===== config.mk =====
export PLATFORM = sky130hd
export DESIGN_NAME = hazard_ctrl
export DESIGN_NICKNAME = d
export VERILOG_FILES = /design/src/rtl/hazard_pkg.sv /design/src/rtl/hazard_scoreboard.sv /design/src/rtl/hazard_ctrl.sv
export SDC_FILE = /design/constraint.sdc
export NUM_CORES = 1
export LEC_CHECK = 0
export CORE_ASPECT_RATIO = 2
export CORE_MARGIN = 2
export CORE_UTILIZATION = 42
export CTS_BUF_LIST = sky130_fd_sc_hd__clkbuf_8 sky130_fd_sc_hd__clkbuf_16
export CTS_CLUSTER_DIAMETER = 30
export DETAILED_ROUTE_END_ITERATION = 6
export GPL_ROUTABILITY_DRIVEN = 0
export PLACE_DENSITY = 0.7
export RECOVER_POWER = 50
export SETUP_SLACK_MARGIN = 0.1
export SLEW_MARGIN = 20
export SYNTH_ARGS = -nofsm -noshare
export SYNTH_HDL_FRONTEND = slang
export SYNTH_HIERARCHICAL = 1
export SYNTH_SLANG_ARGS = --single-unit

===== constraint.sdc =====
create_clock -name clk -period 2.69 [get_ports clk]
set_input_delay 0.538 -clock clk [delete_from_list [all_inputs] [get_ports clk]]
set_output_delay 0.538 -clock clk [all_outputs]
set_load 0.005 [all_outputs]

===== src/rtl/hazard_pkg.sv =====
// hazard_pkg: shared types and defaults for the pipeline interlock.
//   REG_W_DEF    register-address width of the core
//   LOAD_LAT_DEF default load-to-use latency in cycles
//   slot_t       one issue-history entry {valid, wr_reg, is_load}
//   slot_lat()   cycles a slot's result stays unavailable to an EX consumer
package hazard_pkg;

   localparam int unsigned REG_W_DEF    = 5;
   localparam int unsigned LOAD_LAT_DEF = 1;

   typedef struct packed {
      logic                 valid;
      logic [REG_W_DEF-1:0] wr_reg;
      logic                 is_load;
   } slot_t;

   // Only loads carry a latency; ALU results forward straight into EX.
   function automatic int unsigned slot_lat(input slot_t s, input int unsigned load_lat);
      return s.is_load ? load_lat : 32'd0;
   endfunction

endpackage


===== src/rtl/hazard_scoreboard.sv =====
// hazard_scoreboard: issue-history shift register beside the ID stage.
//   clk, rst  clock, asynchronous active-high reset
//   freeze    hold every slot (data memory stall)
//   kill      invalidate every slot at the next edge; beats freeze and insert
//   ins       entry entering EX this edge (valid=0 for a bubble)
//   slots     slots[i] is the instruction i stages past EX entry
module hazard_scoreboard
   import hazard_pkg::*;
#(
   parameter int unsigned LOAD_LAT = LOAD_LAT_DEF
) (
   input  logic                 clk,
   input  logic                 rst,
   input  logic                 freeze,
   input  logic                 kill,
   input  slot_t                ins,
   output slot_t [LOAD_LAT:0]   slots
);

   // Oldest slot falls off the top; the new entry lands in slot 0.
   always_ff @(posedge clk or posedge rst) begin
      if (rst) begin
         slots <= '0;
      end else if (kill) begin
         slots <= '0;
      end else if (!freeze) begin
         slots <= {slots[LOAD_LAT-1:0], ins};
      end
   end

endmodule


===== src/rtl/hazard_ctrl.sv =====
// hazard_ctrl: load-use / branch-operand interlock with freeze and kill.
//   Parameters: REG_W (register-address width, must match the package width),
//               LOAD_LAT (>=1, load result latency into EX), CNT_W (counter width)
//   Inputs : clk, rst (async, active-high), ID instruction description
//            (id_valid, id_rs, id_rt, id_use_rs, id_use_rt, id_branch,
//            id_wr_en, id_wr_reg, id_mem_rd), dmem_busy, pipe_kill
//   Outputs: stall_pc/stall_ifid (hold PC and IF/ID), flush_idex (bubble into
//            ID/EX), freeze (hold all pipeline registers), stall_cnt
//            (saturating count of interlock cycles). All outputs except
//            stall_cnt are combinational from inputs and scoreboard state.
module hazard_ctrl
   import hazard_pkg::*;
#(
   parameter int unsigned REG_W    = REG_W_DEF,
   parameter int unsigned LOAD_LAT = LOAD_LAT_DEF,
   parameter int unsigned CNT_W    = 16
) (
   input  logic             clk,
   input  logic             rst,
   input  logic             id_valid,
   input  logic [REG_W-1:0] id_rs,
   input  logic [REG_W-1:0] id_rt,
   input  logic             id_use_rs,
   input  logic             id_use_rt,
   input  logic             id_branch,
   input  logic             id_wr_en,
   input  logic [REG_W-1:0] id_wr_reg,
   input  logic             id_mem_rd,
   input  logic             dmem_busy,
   input  logic             pipe_kill,
   output logic             stall_pc,
   output logic             stall_ifid,
   output logic             flush_idex,
   output logic             freeze,
   output logic [CNT_W-1:0] stall_cnt
);

   localparam int unsigned NSLOT = LOAD_LAT + 1;

   slot_t [LOAD_LAT:0] slots;
   slot_t              ins;
   logic               use_stall;
   logic               br_stall;
   logic               hazard;

   // Compare ID sources against every in-flight writer still inside its window.
   always_comb begin
      use_stall = 1'b0;
      br_stall  = 1'b0;
      for (int unsigned i = 0; i < NSLOT; i++) begin
         logic        hit;
         int unsigned lat;
         hit = slots[i].valid && (slots[i].wr_reg != '0) &&
               ((id_use_rs && (slots[i].wr_reg == REG_W_DEF'(id_rs))) ||
                (id_use_rt && (slots[i].wr_reg == REG_W_DEF'(id_rt))));
         lat = slot_lat(slots[i], LOAD_LAT);
         // A branch reads its operands one stage earlier, so its window is one wider.
         if (hit && !id_branch && (i < lat))
            use_stall = 1'b1;
         if (hit && id_branch && (i < lat + 1))
            br_stall = 1'b1;
      end
   end

   assign hazard     = id_valid & (use_stall | br_stall);
   assign freeze     = dmem_busy;
   assign stall_pc   = hazard;
   assign stall_ifid = hazard;
   assign flush_idex = hazard & ~freeze;

   // Only real register writers enter history; r0 writes are architecturally dead.
   always_comb begin
      ins         = '0;
      ins.valid   = id_valid & ~hazard & id_wr_en & (id_wr_reg != '0);
      ins.wr_reg  = REG_W_DEF'(id_wr_reg);
      ins.is_load = id_mem_rd;
   end

   hazard_scoreboard #(
      .LOAD_LAT (LOAD_LAT)
   ) u_sb (
      .clk    (clk),
      .rst    (rst),
      .freeze (freeze),
      .kill   (pipe_kill),
      .ins    (ins),
      .slots  (slots)
   );

   // Interlock cycles lost; frozen and killed cycles are not charged.
   always_ff @(posedge clk or posedge rst) begin
      if (rst) begin
         stall_cnt <= '0;
      end else if (hazard && !freeze && !pipe_kill && (stall_cnt != '1)) begin
         stall_cnt <= stall_cnt + CNT_W'(1);
      end
   end

endmodule


* Yosys cells after proc, flatten, opt, wreduce, memory -nomap -nowiden
Cells that the tools add are included.
Word-level totals: bits in registers 30, bits of input ports 25, output and inout port bits 20, word-level logic and storage cells 63
Operators by class: add/sub/neg operators 3, $lt $le $gt $ge 4, eq/ne operators 6, mux-type cells 8, bitwise gates (word level) 8, reduce and logical (&&, ||, !) cells 27
Operators with widths (count):
- 2-to-1 mux 14 bit | 2
- equality test 5 bit | 4
- logical AND 1 bit | 19
- adder 16 x 1 -> 16 bit (second input constant) | 1
- != test 16 bit (second input constant) | 1
- nonzero test 5 bit | 3
- 2-to-1 mux 1 bit | 6
- bitwise AND 1 bit | 5
- adder 1 x 1 -> 2 bit (second input constant) | 2
- less-than comparator 1 x 2 -> 1 bit (first input constant) | 2
- logical NOT 1 bit | 3
- logical OR 1 bit | 2
- less-than comparator 1 bit (first input constant) | 2
- != test 2 x 1 -> 1 bit (second input constant) | 1
- inverter 1 bit | 2
- OR 1 bit | 1

* Logic depth before layout (Yosys ltp)
word-level depth 16, gate-level depth with buffers 8, depth with buffers taken out 7

* Cells and area by module
Netlist, hierarchy kept.
Modules (own cells, without submodules):
- hazard_ctrl | times used 1, cells an instance 122, area an instance 1212.4 um2, sequential area each 400.4 um2
- hazard_scoreboard | times used 1, cells an instance 46, area an instance 581.8 um2, sequential area each 350.3 um2

* Worst setup path before layout
Ideal clock, no wire load.
path kind input -> output, start input id_rs[4], end output flush_idex, arrival 1.737 ns, required time 2.152 ns, path slack 0.415 ns, stages on the path 6, path buffers 0, cells stage by stage xor2_1 > nor4_1 > a32oi_1 > o22a_2 > nor2b_1 > nor2b_1
Between the ends: cells in the longest elaborated chain, start to end 11, elaborated cells on any way between the ends 23, classes of those cells eq/ne: 2; mux: 4; bitwise: 3; reduce/logical: 14
Ends and longest elaborated chain:
- from (decl) | RTL line hazard_ctrl.sv:21 | input logic [REG_W-1:0] id_rs,
- equality test 5 bit | RTL line hazard_ctrl.sv:54 | ((id_use_rs && (slots[i].wr_reg == REG_W_DEF'(id_rs))) ||
- logical AND 1 bit | RTL line hazard_ctrl.sv:54
- logical OR 1 bit | RTL line hazard_ctrl.sv:54
- logical AND 1 bit | RTL line hazard_ctrl.sv:53 | hit = slots[i].valid && (slots[i].wr_reg != '0) &&
- logical AND 1 bit (on tied branches) (2 in a row) | RTL line hazard_ctrl.sv:58, hazard_ctrl.sv:60
- 2-to-1 mux 1 bit (on tied branches) (2 in a row) | RTL line hazard_ctrl.sv:58, hazard_ctrl.sv:60
- OR 1 bit * | RTL line hazard_ctrl.sv:65 | assign hazard = id_valid & (use_stall | br_stall);
- bitwise AND 1 bit * | RTL line hazard_ctrl.sv:65
- named net stall_ifid | RTL line hazard_ctrl.sv:32 | output logic stall_ifid,
- bitwise AND 1 bit * | RTL line hazard_ctrl.sv:69 | assign flush_idex = hazard & ~freeze;
- to (decl) | RTL line hazard_ctrl.sv:33 | output logic flush_idex,
The timed path passes the listed nets; every way through them passes the cells marked *.

* Worst setup path after layout
start register, netlist name u_sb/slots[10], end output flush_idex
Between the ends: cells in the longest elaborated chain, start to end 10, elaborated cells on any way between the ends 17, classes of those cells eq/ne: 2; mux: 2; bitwise: 3; reduce/logical: 10
Ends and longest elaborated chain (RTL line):
- equality test 5 bit (on tied branches) | hazard_ctrl.sv:54, hazard_ctrl.sv:55
- logical AND 1 bit (on tied branches) | hazard_ctrl.sv:54, hazard_ctrl.sv:55
- logical OR 1 bit | hazard_ctrl.sv:54
- logical AND 1 bit * | hazard_ctrl.sv:53
- logical AND 1 bit (on tied branches) (2 in a row) | hazard_ctrl.sv:58, hazard_ctrl.sv:60
- 2-to-1 mux 1 bit (on tied branches) | hazard_ctrl.sv:58, hazard_ctrl.sv:60
- OR 1 bit * | hazard_ctrl.sv:65
- bitwise AND 1 bit * | hazard_ctrl.sv:65
- bitwise AND 1 bit * | hazard_ctrl.sv:69
Every way passes the cells marked *; elsewhere a longest branch is shown, timed or not.

==> results.tsv <==
stage	metric	value	unit
clocking	h-tree-depth	2	
global_route	grt_pass1_vias	1732	
finish	final_nets	258	
pwr	intPower	0.810	mW
placed_design	place_ws	-0.556	ns
global_route	overflow	0	
global_route	grt_usage	21.7	%
pwr	p_total	1.06	mW
synthesis	ys_seq_area_share	41.8	%
routing	finalWirelength	4.89	mm
finish	drive_above_1_share	24.0	%
critical_path	endpoint	flush_idex	
critical_path	critPathLaunchType	flop	
routing	wl_met1	1.73	mm
die	dieHeight	96.4	um
clocking	cts_tree	yes	
timing	tightest_slew	1.13	ns
pwr	seqPwrFrac	44.6	%
die	io_pins	45	
clocking	cts_hold_buf	0	
routing	ant_nets	0	
critical_path	crit_start	u_sb/slots[10]$_DFFE_PP0P_	
pwr	p_comb_share	14.0	%
critical_path	reg2reg_to	stall_cnt[1]$_DFFE_PP0P_	
synthesis	synth_top_area_share	41.8	%
clocking	cts.sinks	30	
clocking	clock_latency	0.28	ns
timing	slew_viol_final	0	
finish	num_antenna_cells	0	
critical_path	ff2ff_path_depth	8	
synthesis	synth_nets	194	
routing	detail_route.wl_per_cell	17.2	um
critical_path	critPathRequiredTime	2.15	ns
routing	first_pass_iters	4	
pwr	power.density	420	mW/mm^2
hold_path	hold_path_class	reg2reg	
clocking	clk_pin_slew	0.07	ns
synthesis	yosysUniqueCellTypes	32	
critical_path	cp-end-kind	primary output	
placed_design	dpl.hpwl	3.56	mm
global_route	grt_pass1_wl	7.76	mm
placed_design	port_buffers	44	
global_route	antenna_found_initial	0	
clocking	clockRootBuffer	clkbuf_8	
die	core_area	0.00409	mm^2
timing	skew	0.00735	ns
pwr	netSwitchingPower	0.251	mW
outcome	status	complete, no violations	
die	start_util	43.9	%
timing	setup_ws	0.155	ns
critical_path	r2r_start	u_sb/slots[10]$_DFFE_PP0P_	
pwr	vdd_ir_drop_max	330	uV
placed_design	dpl_cell_area	0.00232	mm^2
synthesis	yosys.area.top_type	dfrtp_1	
clocking	clk_path_buf_depth	2	
timing	setup_violations	0	
synthesis	syn-cell-area	0.00179	mm^2
routing	vias	1571	
routing	drc	0	
critical_path	rrSetupSlack	0.41	ns
timing	max_freq	394	MHz
routing	met3WireLength	223	um
timing	fin_crit	2.54	ns
finish	post-route-cell-area	0.00253	mm^2
timing	final_hold_viol_count	0	
routing	drtIter0Drc	59	
critical_path	worstPathMaxFanout	3	
synthesis	synth_cells	168	
synthesis	ys_seq_elements	30	
routing	highest_layer	met4	
die	die_w	50.2	um
timing	finalSetupTns	0	ns
clocking	numCtsBuffers	5	
routing	wl_met2	2.72	mm
pwr	leakage	1.18	nW
synthesis	syn_area_per_cell	10.7	um^2
timing	rsz0062_at_grt	yes	
job	cap_violations	0	
die	die_area	0.00484	mm^2
pwr	clkPwrFrac	41.5	%
timing	slew_headroom	24.5	%
pwr	p_sw_share	23.7	%
critical_path	cp.arrival	2.00	ns
die	num_rows	33	
critical_path	crit_type	reg2out	
timing	fin_crit_sh	94.2	%
synthesis	yosys-top-cells-area	dfrtp_1, xor2_1, mux2i_1	
synthesis	yosysWarnings	6	
global_route	grt_max_degree	17	
finish	area_growth	40.8	%
routing	viasPerCell	5.51	
power by group through the flow:
| stage | registers (mW) | clock network, mW | logic, mW |
|---|---|---|---|
| after detailed placement | 0.481 | 0 | 0.132 |
| after global placement | 0.481 | 0 | 0.129 |
| final | 0.473 | 0.440 | 0.148 |
| after CTS | 0.472 | 0.452 | 0.142 |
| after floorplan | 0.478 | 0 | 0.0659 |
| after global routing | 0.474 | 0.469 | 0.159 |
registers in the layout, summed over array words and instances, names as in the netlist:
| register | cells |
|---|---|
| stall_cnt | 16 |
| u_sb/slots | 14 |
what timing repair did:
action                                  in CTS  in global routing
endpoints found under the setup margin       3                  2
pin swaps                                   10                  5
resized for setup                           36                  8
gates cloned                                 0                  0
buffers inserted                             7                  2
cell type report:
| cell class | count | area (um^2) |
|---|---|---|
| clock buffers | 5 | 68.8 |
| clock inverters | 3 | 40.0 |
| fillers | 338 | 1560 |
| inverters | 2 | 7.51 |
| multi-input cells | 127 | 1000 |
| flip-flops and latches | 30 | 754 |
| well taps | 52 | 65.1 |
| repair buffers | 66 | 589 |
worst min-delay path by stage:
stage	from	to	slack, ns	depth (start not counted)
after floorplan	rst	u_sb/slots[0]$_DFFE_PP0P_	0.43	1
after global placement	stall_cnt[8]$_DFFE_PP0P_	stall_cnt[8]$_DFFE_PP0P_	0.48	1
after detailed placement	stall_cnt[8]$_DFFE_PP0P_	stall_cnt[8]$_DFFE_PP0P_	0.49	1
after CTS	stall_cnt[8]$_DFFE_PP0P_	stall_cnt[8]$_DFFE_PP0P_	0.51	1
after global routing	stall_cnt[6]$_DFFE_PP0P_	stall_cnt[6]$_DFFE_PP0P_	0.52	1
final	stall_cnt[8]$_DFFE_PP0P_	stall_cnt[8]$_DFFE_PP0P_	0.50	1
cells in the mapped netlist:
cell / instances
xnor2_1: 4
buf_12: 1
nand2_1: 7
dfrtp_1: 30
o2111ai_1: 1
buf_4: 2
mux2_1: 3
nor4_4: 1
a32oi_1: 2
nand2b_1: 1
buf_6: 2
nor3_2: 9
ha_1: 1
nand4_1: 7
o221ai_1: 1
xor2_1: 29
o2111a_1: 1
inv_1: 2
mux2i_1: 14
clkbuf_1: 3
nor4_1: 5
and2_1: 2
and3_1: 2
o22a_2: 1
buf_2: 1
nor2_1: 17
nor2b_1: 2
or4_1: 4
nand4b_1: 2
and4_1: 2
nor3_1: 3
nand3_1: 6
critical path, cell delays in order (launching register included):
cell     delay [ns]
dfrtp_1        0.42
buf_4          0.16
xor2_1         0.13
nor4_1         0.28
a32oi_1        0.10
o22a_2         0.26
nor2b_2        0.12
nor2b_1        0.13
buf_2          0.12
metrics by stage:
step,util (%),instances,hold WS (ns)
finish,61.8,285,0.504
floorplan,-,168,0.427
CTS,61.1,283,0.508
detailed placement,56.8,268,0.493
global placement,56.8,268,0.481
global route,61.8,285,0.518
cell families after synthesis:
logic type | count (synthesis) | share of synthesized area [%]
adders and majority gates | 1 | 0.697
muxes | 17 | 9.69
and+or+nand+nor | 70 | 24.0
xor gates and xnor gates | 33 | 16.1
AOI/OAI and AO/OA | 6 | 3.14
DFF | 30 | 41.8
buffers and inverters | 11 | 4.53
layer usage:
layer | global-route usage, % | vias up
met3 | 3.54 | 23
met1 | 19.7 | 761
met4 | 14.6 | 0
met2 | 42.1 | 65
met5 | 0 | -
li1 | - | 722
layout by cell type (no fill, tap or decap), drive strengths merged, types with 8 or more instances in the layout:
cell type,count
dfrtp,30
buf,23
clkdlybuf4s50,29
nor2,17
xor2,29
clkbuf,8
nor3,12
mux2i,14
No activity file was read; power rests on OpenSTA's default activity.
